File: src/rtl/dmem_arbiter.sv
// Round-robin arbiter and fixed three-state sequencer sharing one data-RAM port
// between the CPU MEM stage (port C) and the debug/loader port (port D).
module dmem_arbiter #(
    parameter int ADDR_BITS = 5,
    parameter int DATA_W    = 32
) (
    input  logic              clk,
    input  logic              rst,
    input  logic              c_req,
    input  logic              c_we,
    input  logic [31:0]       c_addr,
    input  logic [DATA_W-1:0] c_wdata,
    output logic [DATA_W-1:0] c_rdata,
    output logic              c_ack,
    output logic              c_err,
    output logic              stall_cpu,
    input  logic              d_req,
    input  logic              d_we,
    input  logic [31:0]       d_addr,
    input  logic [DATA_W-1:0] d_wdata,
    output logic [DATA_W-1:0] d_rdata,
    output logic              d_ack,
    output logic              d_err,
    output logic              mem_we,
    output logic [31:0]       mem_addr,
    output logic [DATA_W-1:0] mem_wdata,
    input  logic [DATA_W-1:0] mem_rdata
);

    typedef enum logic [1:0] {S_IDLE, S_ACC, S_ACK} state_t;

    state_t              r_state;
    state_t              w_next;
    logic                r_grant;
    logic                w_grant_nxt;
    logic                w_sel_we;
    logic [31:0]         w_sel_addr;
    logic [DATA_W-1:0]   w_sel_wdata;
    logic                w_in_range;
    logic [DATA_W-1:0]   r_c_rdata;
    logic [DATA_W-1:0]   r_d_rdata;
    logic                r_c_err;
    logic                r_d_err;

    // r_grant doubles as last_grant: it only changes on entry to ACC (1 = D).
    assign w_grant_nxt = (c_req && d_req) ? ~r_grant : d_req;

    assign w_sel_we    = r_grant ? d_we    : c_we;
    assign w_sel_addr  = r_grant ? d_addr  : c_addr;
    assign w_sel_wdata = r_grant ? d_wdata : c_wdata;
    assign w_in_range  = (w_sel_addr[31:ADDR_BITS] == '0);

    always_ff @(posedge clk) begin
        if (rst) begin
            r_state <= S_IDLE;
        end else begin
            r_state <= w_next;
        end
    end

    always_comb begin
        w_next = r_state;
        case (r_state)
            S_IDLE:  if (c_req || d_req) w_next = S_ACC;
            S_ACC:   w_next = S_ACK;
            S_ACK:   w_next = S_IDLE;
            default: w_next = S_IDLE;
        endcase
    end

    always_comb begin
        mem_we    = 1'b0;
        mem_addr  = '0;
        mem_wdata = '0;
        c_ack     = 1'b0;
        d_ack     = 1'b0;
        case (r_state)
            S_ACC: begin
                mem_we    = w_sel_we & w_in_range;
                mem_addr  = {{(32-ADDR_BITS){1'b0}}, w_sel_addr[ADDR_BITS-1:0]};
                mem_wdata = w_sel_wdata;
            end
            S_ACK: begin
                c_ack = ~r_grant;
                d_ack = r_grant;
            end
            default: ;
        endcase
    end

    always_ff @(posedge clk) begin
        if (rst) begin
            r_grant <= 1'b1;
        end else if (r_state == S_IDLE && (c_req || d_req)) begin
            r_grant <= w_grant_nxt;
        end
    end

    // Read data is sampled at the edge closing ACC; out-of-range reads return zero.
    always_ff @(posedge clk) begin
        if (rst) begin
            r_c_rdata <= '0;
            r_d_rdata <= '0;
            r_c_err   <= 1'b0;
            r_d_err   <= 1'b0;
        end else if (r_state == S_ACC) begin
            if (r_grant) begin
                r_d_rdata <= w_in_range ? mem_rdata : '0;
                r_d_err   <= ~w_in_range;
            end else begin
                r_c_rdata <= w_in_range ? mem_rdata : '0;
                r_c_err   <= ~w_in_range;
            end
        end
    end

    assign c_rdata   = r_c_rdata;
    assign d_rdata   = r_d_rdata;
    assign c_err     = r_c_err;
    assign d_err     = r_d_err;
    assign stall_cpu = c_req & ~c_ack;

endmodule

File: config.mk
export PLATFORM = sky130hd
export DESIGN_NAME = dmem_arbiter
export DESIGN_NICKNAME = d
export VERILOG_FILES = /design/src/rtl/dmem_arbiter.sv
export SDC_FILE = /design/constraint.sdc
export NUM_CORES = 1
export LEC_CHECK = 0
export ABC_CLOCK_PERIOD_IN_PS = 1500
export CAP_MARGIN = 40
export CORE_AREA = 2 2 116 118
export DETAILED_ROUTE_END_ITERATION = 8
export DIE_AREA = 0 0 118 120
export GPL_ROUTABILITY_DRIVEN = 0
export PLACE_DENSITY = 0.7
export SLEW_MARGIN = 10
export SYNTH_ARGS = -nofsm -noshare
export SYNTH_HDL_FRONTEND = slang
export SYNTH_SLANG_ARGS = --single-unit
File: constraint.sdc
create_clock -name clk -period 1.5 [get_ports clk]
set_input_delay 0.15 -clock clk [delete_from_list [all_inputs] [get_ports clk]]
set_output_delay 0.15 -clock clk [all_outputs]
set_load 0.05 [all_outputs]
==> results.rst, run 1 <==
.. list-table::
   :header-rows: 1

   * - Metric
     - Value
   * - Post-route DRC
     - 0
   * - Most common flop cell mapped by yosys
     - dfxtp_1
   * - Maximum number of pins on one net before global-route repair
     - around 50
   * - Detailed router's first-iteration violation count
     - between 100 and 150
   * - Post-detailed-routing wire length
     - 14400 um
   * - Number of standard cells in the layout, taps in and fillers out
     - around 760
   * - Full die area
     - ~14000 um^2
   * - CTS Root Cell
     - clkbuf_16
   * - Arrival time at the worst endpoint
     - 1740 ps
   * - Biggest cell delay along the critical path
     - 440 ps
   * - Worst-path cell with the longest stage delay
     - clkdlybuf4s50_1
   * - Clock latency of the later-clocked register in the worst-skew pair
     - 320 ps
   * - Share of synthesized cell area in and, or, nand and nor gates
     - 0.0986
   * - Setup violation total in the final timing report
     - between 100 and 150
   * - Multiplexer area fraction after synthesis
     - 0
   * - P per Cell Area
     - between 700 and 800 nW/um^2
   * - Number of buffers created by CTS
     - 9
   * - Violations in the final reports
     - setup timing
   * - Cell type with the highest aggregate area in the netlist
     - dfxtp_1
   * - Mean instance size in the synthesized netlist
     - ~11 um^2
   * - DR pass1 iterations
     - 4
   * - Max Slew Vio Count
     - 0
   * - Worst Hold Launch
     - d_rdata[27]
   * - Number of stages on the worst setup path
     - 7
   * - Horiz. Die Dim
     - between 100 and 150 um
   * - Worst Setup End Kind
     - output port
   * - Kind of path behind the tightest hold check
     - flip-flop to flip-flop
   * - Initial antenna violation count
     - 0
   * - Share of layout cells above drive strength 1
     - 0.446
   * - Instance area after placement
     - around 6600 um^2
   * - DP Cell Count
     - 722
   * - Number of storage elements in the synthesis netlist
     - between 60 and 70
   * - Critical path required time
     - between 1000 and 1500 ps
   * - GRT overflow
     - 0
   * - Critical-path maximum fanout
     - 2
   * - Synth-to-Final Area Change
     - 133%
   * - Library cell with the highest instance count after synthesis
     - dfxtp_1
   * - Global-route usage over all layers
     - 0.194
   * - Area used by multi-input combinational logic
     - about 1900 um^2
   * - Critical-path cell list
     - clkdlybuf4s50_1, nor4_2, nand3_1, buf_4, nand2_1, and4_4, buf_12
   * - Top-area cell type share of the netlist area
     - 0.436
   * - I/O pins
     - 300
   * - Post-Layout Inst Area
     - 7380 um^2
   * - Sequential standard cell area
     - between 1000 and 1500 um^2
   * - Synth Area in XOR/XNOR
     - 0
   * - Vias in the first global route
     - about 3800
   * - Clk buf depth
     - 2
   * - Post-layout min period
     - 1890 ps
   * - HPWL after detailed placement
     - 10600 um
   * - Maximum vdd drop
     - 739 uV
   * - Synthesized netlist cell count
     - 278
   * - Reg2Reg Launch Point
     - r_grant
   * - Count of buffering cells on the critical path with inverters included
     - 3
   * - Sink Count
     - between 60 and 70
   * - Hold Slack
     - approximately 470 ps
   * - TritonCTS clock tree
     - built
   * - LEAKAGE
     - 0.00326 uW
   * - Yosys cell types
     - 33
   * - Die Y
     - 120 um
   * - Port Buf Inserts
     - 272
   * - Outcome
     - complete, but fails checks
   * - Synth Cell Area
     - 3170 um^2
   * - Number of maximum-capacitance violations
     - 0
   * - Synth cell count leaders
     - 69 x dfxtp_1, 38 x a22o_1, 34 x a32o_1, 30 x a32o_2, 27 x buf_4
   * - Fraction of registers with async set/reset
     - 0
   * - Largest delay share family, worst path
     - simple AND/OR/NAND/NOR gates
   * - Cell types occupying the most area after synthesis
     - dfxtp_1 44%, a32o_1 11%, a32o_2 11%, a22o_1 10%, buf_4 6.4%
   * - Total of hold buffers inserted after clock tree synthesis
     - 0
   * - Core Region
     - between 10000 and 15000 um^2
   * - Critical Path Start
     - d_addr[14]
   * - Number of H-tree branching levels
     - 3
   * - Starting density of the core
     - 0.244
   * - PnR worst setup slack
     - -393 ps
   * - Critical path start-end classification
     - input port to output port
   * - # rows
     - 42
   * - Number of hold-slack violations in the final timing report
     - 0
   * - Unrepaired setup endpoints after global routing
     - true
   * - Net count reported at finish
     - 740
   * - Worst slack at placement
     - -508 ps
   * - Worst clock skew on the final layout
     - 4.45 ps
   * - Adder-Cell Fraction of Synth Area
     - 0
   * - Sequential element share of the synthesized area
     - 0.436
   * - Post-synth EDFFs
     - 0
   * - Synthesis warning total
     - 0
   * - Maximum achievable frequency
     - 528 MHz
   * - Count of inserted antenna diode cells
     - 0
   * - Average wire per standard cell
     - around 19 um
   * - Register-to-Register Path Depth
     - 8
   * - Dominant combinational cell family by area after synthesis
     - compound AO/OA/AOI/OAI gates
   * - Number of nets with antenna violations after routing
     - 0
   * - Number of stages on the worst hold path
     - 1
   * - Final critical-path share of the clock period
     - 1.26
   * - Overall via count from detail_route
     - around 3600
   * - Worst-path clk slew
     - 50 ps
   * - Per-cell via count in the routed design
     - 4.80
   * - Element type at the critical path start
     - input port
   * - Filler cell count in the final layout
     - ~1100
   * - First-pass GRT wire length
     - between 20000 and 25000 um
   * - Post-synthesis compound-gate area fraction
     - 0.349
## final timing paths
path	end	slack, ps
setup / recovery	mem_we	-390
hold / removal	d_rdata[27]	470
setup reg to reg	c_rdata[2]	-280
hold reg to reg	d_rdata[27]	470
## metal layers
layer	vias up	track usage	wire (um)
met2	177	0.368	7880
met4	0	0.0392	93
li1	1679	-	-
met1	1758	0.207	5250
met3	9	0.0684	1190
met5	-	0	0
## what timing repair did
item,in CTS,in global routing
resized for setup,44,2
pin swaps,12,8
endpoints found under the setup margin,103,106
buffers inserted,12,0
gates cloned,4,1
## sequential cells by signal, indices dropped and copies added (netlist names)
register	flops
r_grant	1
d_rdata	32
d_err	1
c_err	1
c_rdata	32
r_state	2
## through the flow
| step | power [uW] | util | setup TNS [ps] |
|---|---|---|---|
| after CTS | 5920 | 0.565 | -28450 |
| after global placement | 3620 | 0.506 | -30710 |
| final | 5860 | 0.568 | -26860 |
| after detailed placement | 3630 | 0.506 | -32200 |
| after floorplan | 2680 | - | -1740 |
| after global routing | 6070 | 0.568 | -35500 |
## cells in the final DEF, fill, tap and decap left out, types with 5 or more instances in the layout
cell type / synthesis / final
a22o_4: 0 / 36
clkbuf_16: 0 / 10
a32o_2: 30 / 30
conb_1: 1 / 27
a32o_1: 34 / 34
dfxtp_1: 69 / 68
nor2_1: 9 / 5
clkdlybuf4s50_1: 0 / 165
buf_12: 0 / 50
buf_4: 27 / 88
buf_6: 7 / 6
## logic make-up (layout without fill, tap and decap cells)
family | after synthesis | count (layout)
compound gates | 111 | 111
other cells | 1 | 27
buf+inv | 56 | 331
simple gates | 41 | 41
flops | 69 | 69
## where the power goes
group	internal (uW)	switching, uW	leakage (uW)
Clock	1330	768	0.000146
Sequential	1840	9.59	0.000556
Combinational	990	908	0.00256
## cell type report
class | instances | share of cell area
flip-flops and latches | 69 | 0.188
repair buffers | 315 | 0.479
clock inverters | 5 | 0.00814
clock buffers | 11 | 0.0329
well taps | 176 | 0.0299
multi-input cells | 179 | 0.263
## worst register-to-register path: cells and delay by family (launching register included)
family	cells	cell delay [ps]
AO/OA/AOI/OAI	2	420
buffers and inverters	4	680
AND/OR/NAND/NOR	2	270
flip-flops	1	360
Power figures use the tool's default switching activity.
==> inputs of run 2 (changes only) <==
- CORE_AREA: 2 2 116 118 -> not set
- CORE_MARGIN: not set -> 2
- CORE_UTILIZATION: not set -> 25
- DIE_AREA: 0 0 118 120 -> not set
- PLACE_DENSITY: 0.7 -> 0.71
==> run 2 against run 1 <==
The flow still finishes with violations (setup timing). Sequential power barely moved. Combinational power fell by 5%. Total power fell by 0.59%. Clock skew rose by 8.1 ps. Via count rose by 0.86%. Die area fell by 3.9%. Clock-buffer cell count fell by 2. Flip-flop and latch count did not move. Global-route usage rose by 1.8 points. Critical path depth did not move. Non-clock buffer count rose by 7. Sequential share of layout area rose by 0.24 points. Largest power group unchanged.
==> results.rst, run 2 (synthesized netlist as in run 1, its figures left out) <==
.. list-table::
   :header-rows: 1

   * - Metric
     - Value
   * - Worst clock skew on the final layout
     - 12.5 ps
   * - Post-layout min period
     - about 1800 ps
   * - Global-route usage over all layers
     - 0.212
   * - Worst Setup End Kind
     - output port
   * - Number of H-tree branching levels
     - 3
   * - Clock latency of the later-clocked register in the worst-skew pair
     - roughly 330 ps
   * - HPWL after detailed placement
     - around 12000 um
   * - Most used cells in the layout excluding fill and tap cells
     - 165 x clkdlybuf4s50_1, 90 x buf_4, 68 x dfxtp_1, 49 x buf_12, 34 x a32o_1
   * - Detailed router's first-iteration violation count
     - between 150 and 200
   * - Kind of path behind the tightest hold check
     - flip-flop to flip-flop
   * - Arrival time at the worst endpoint
     - ~1700 ps
   * - LEAKAGE
     - about 0.0032 uW
   * - Final critical-path share of the clock period
     - 1.23
   * - Sum of negative setup slack
     - -25070 ps
   * - Average wire per standard cell
     - 20.3 um
   * - Full die area
     - 13600 um^2
   * - PnR worst setup slack
     - -346 ps
   * - Synth-to-Final Area Change
     - 130%
   * - Element type at the critical path start
     - input port
   * - Core Region
     - 12500 um^2
   * - Number of hold-slack violations in the final timing report
     - 0
   * - Starting density of the core
     - 0.253
   * - Net count reported at finish
     - ~750
   * - Critical path start-end classification
     - input port to output port
   * - Critical-path cell list
     - clkdlybuf4s50_1, nor4_2, nand2_2, buf_4, nand2_1, and4_4, buf_12
   * - Post-detailed-routing wire length
     - about 15000 um
   * - CTS Root Cell
     - clkbuf_16
   * - Setup violation total in the final timing report
     - 106
   * - Biggest cell delay along the critical path
     - 450 ps
   * - Worst-path cell with the longest stage delay
     - clkdlybuf4s50_1
   * - TritonCTS clock tree
     - built
   * - Hold Slack
     - 470 ps
   * - P per Cell Area
     - 799 nW/um^2
   * - Maximum vdd drop
     - between 600 and 700 uV
   * - Unrepaired setup endpoints after global routing
     - true
   * - Count of inserted antenna diode cells
     - 0
   * - Horiz. Die Dim
     - ~120 um
   * - Worst-path clk slew
     - 60 ps
   * - Maximum number of pins on one net before global-route repair
     - between 50 and 60
   * - Vias in the first global route
     - 3677
   * - Most common cell after layout, fill and taps aside
     - clkdlybuf4s50_1
   * - I/O pins
     - 300
   * - Clk buf depth
     - 2
   * - Maximum achievable frequency
     - 542 MHz
   * - Per-cell via count in the routed design
     - between 4 and 5
   * - Die Y
     - approximately 120 um
   * - Share of layout cells above drive strength 1
     - 0.457
   * - Post-route DRC
     - 0
   * - Critical path required time
     - about 1400 ps
   * - Total of hold buffers inserted after clock tree synthesis
     - 0
   * - # rows
     - a little over 40
   * - GRT overflow
     - 0
   * - Number of buffers created by CTS
     - 9
   * - Sink Count
     - 69
   * - DR pass1 iterations
     - 5
   * - Largest delay share family, worst path
     - simple AND/OR/NAND/NOR gates
   * - Max Slew Vio Count
     - 0
   * - Number of maximum-capacitance violations
     - 0
   * - Port Buf Inserts
     - between 200 and 300
   * - Initial antenna violation count
     - 0
   * - Outcome
     - complete, but fails checks
   * - Critical-path maximum fanout
     - 3
   * - Number of nets with antenna violations after routing
     - 0
   * - First-pass GRT wire length
     - 21300 um
   * - Count of buffering cells on the critical path with inverters included
     - 3
   * - Violations in the final reports
     - setup timing
   * - Overall via count from detail_route
     - 3654
   * - Core utilization of the finished layout
     - 0.582
## run 2: worst reg2reg max path, cell delays in order (launching register included)
cell and delay, ps:
dfxtp_4 360, buf_8 140, nor4_4 130, nand2_2 110, buf_6 150, a221oi_4 240
buf_6 170, bufbuf_16 270, a32o_2 150
## run 2: metal layers
metal  wire [um]  global-route usage
met5           0                   0
met4         247              0.0486
met3        1480              0.0612
met2        7430               0.361
met1        6270               0.265
## run 2: worst paths after layout
path                            depth (start not counted)   startpoint          end  slack [ps]
worst max-delay path                                    7   d_addr[20]       mem_we        -350
worst min-delay path                                    1  d_rdata[14]  d_rdata[14]         470
worst max register to register                          8      r_grant   c_rdata[0]        -260
worst min register to register                          1  d_rdata[14]  d_rdata[14]         470
## run 2: power breakdown
group	internal, uW	total (uW)	switching [uW]
clock	1310	2160	852
sequential	1840	1860	12.5
combinational	913	1800	887
## run 2: area by class of cell
cell class	instances	area, um^2
multi-input cells	179	1770
flip-flops and latches	69	1390
clock inverters	7	81.3
clock buffers	9	225
well taps	172	215
repair buffers	322	3610
fillers	1090	5230
## run 2: metrics by stage
stage,worst slack (ps),instance area (um^2),cells,total power (uW)
4_1_cts,-362,7100,750,5860
3_3_place_gp,-500,6570,724,3630
2_1_floorplan,-42.0,3440,304,2680
5_1_grt,-400,7280,758,6040
3_5_place_dp,-544,6570,724,3640
6_report,-346,7280,758,5820
## run 2: timing repair
item,CTS,global route
gates resized for setup,20,11
cloned,3,3
setup endpoints to repair,105,106
pin swaps,5,6
setup buffers,7,6
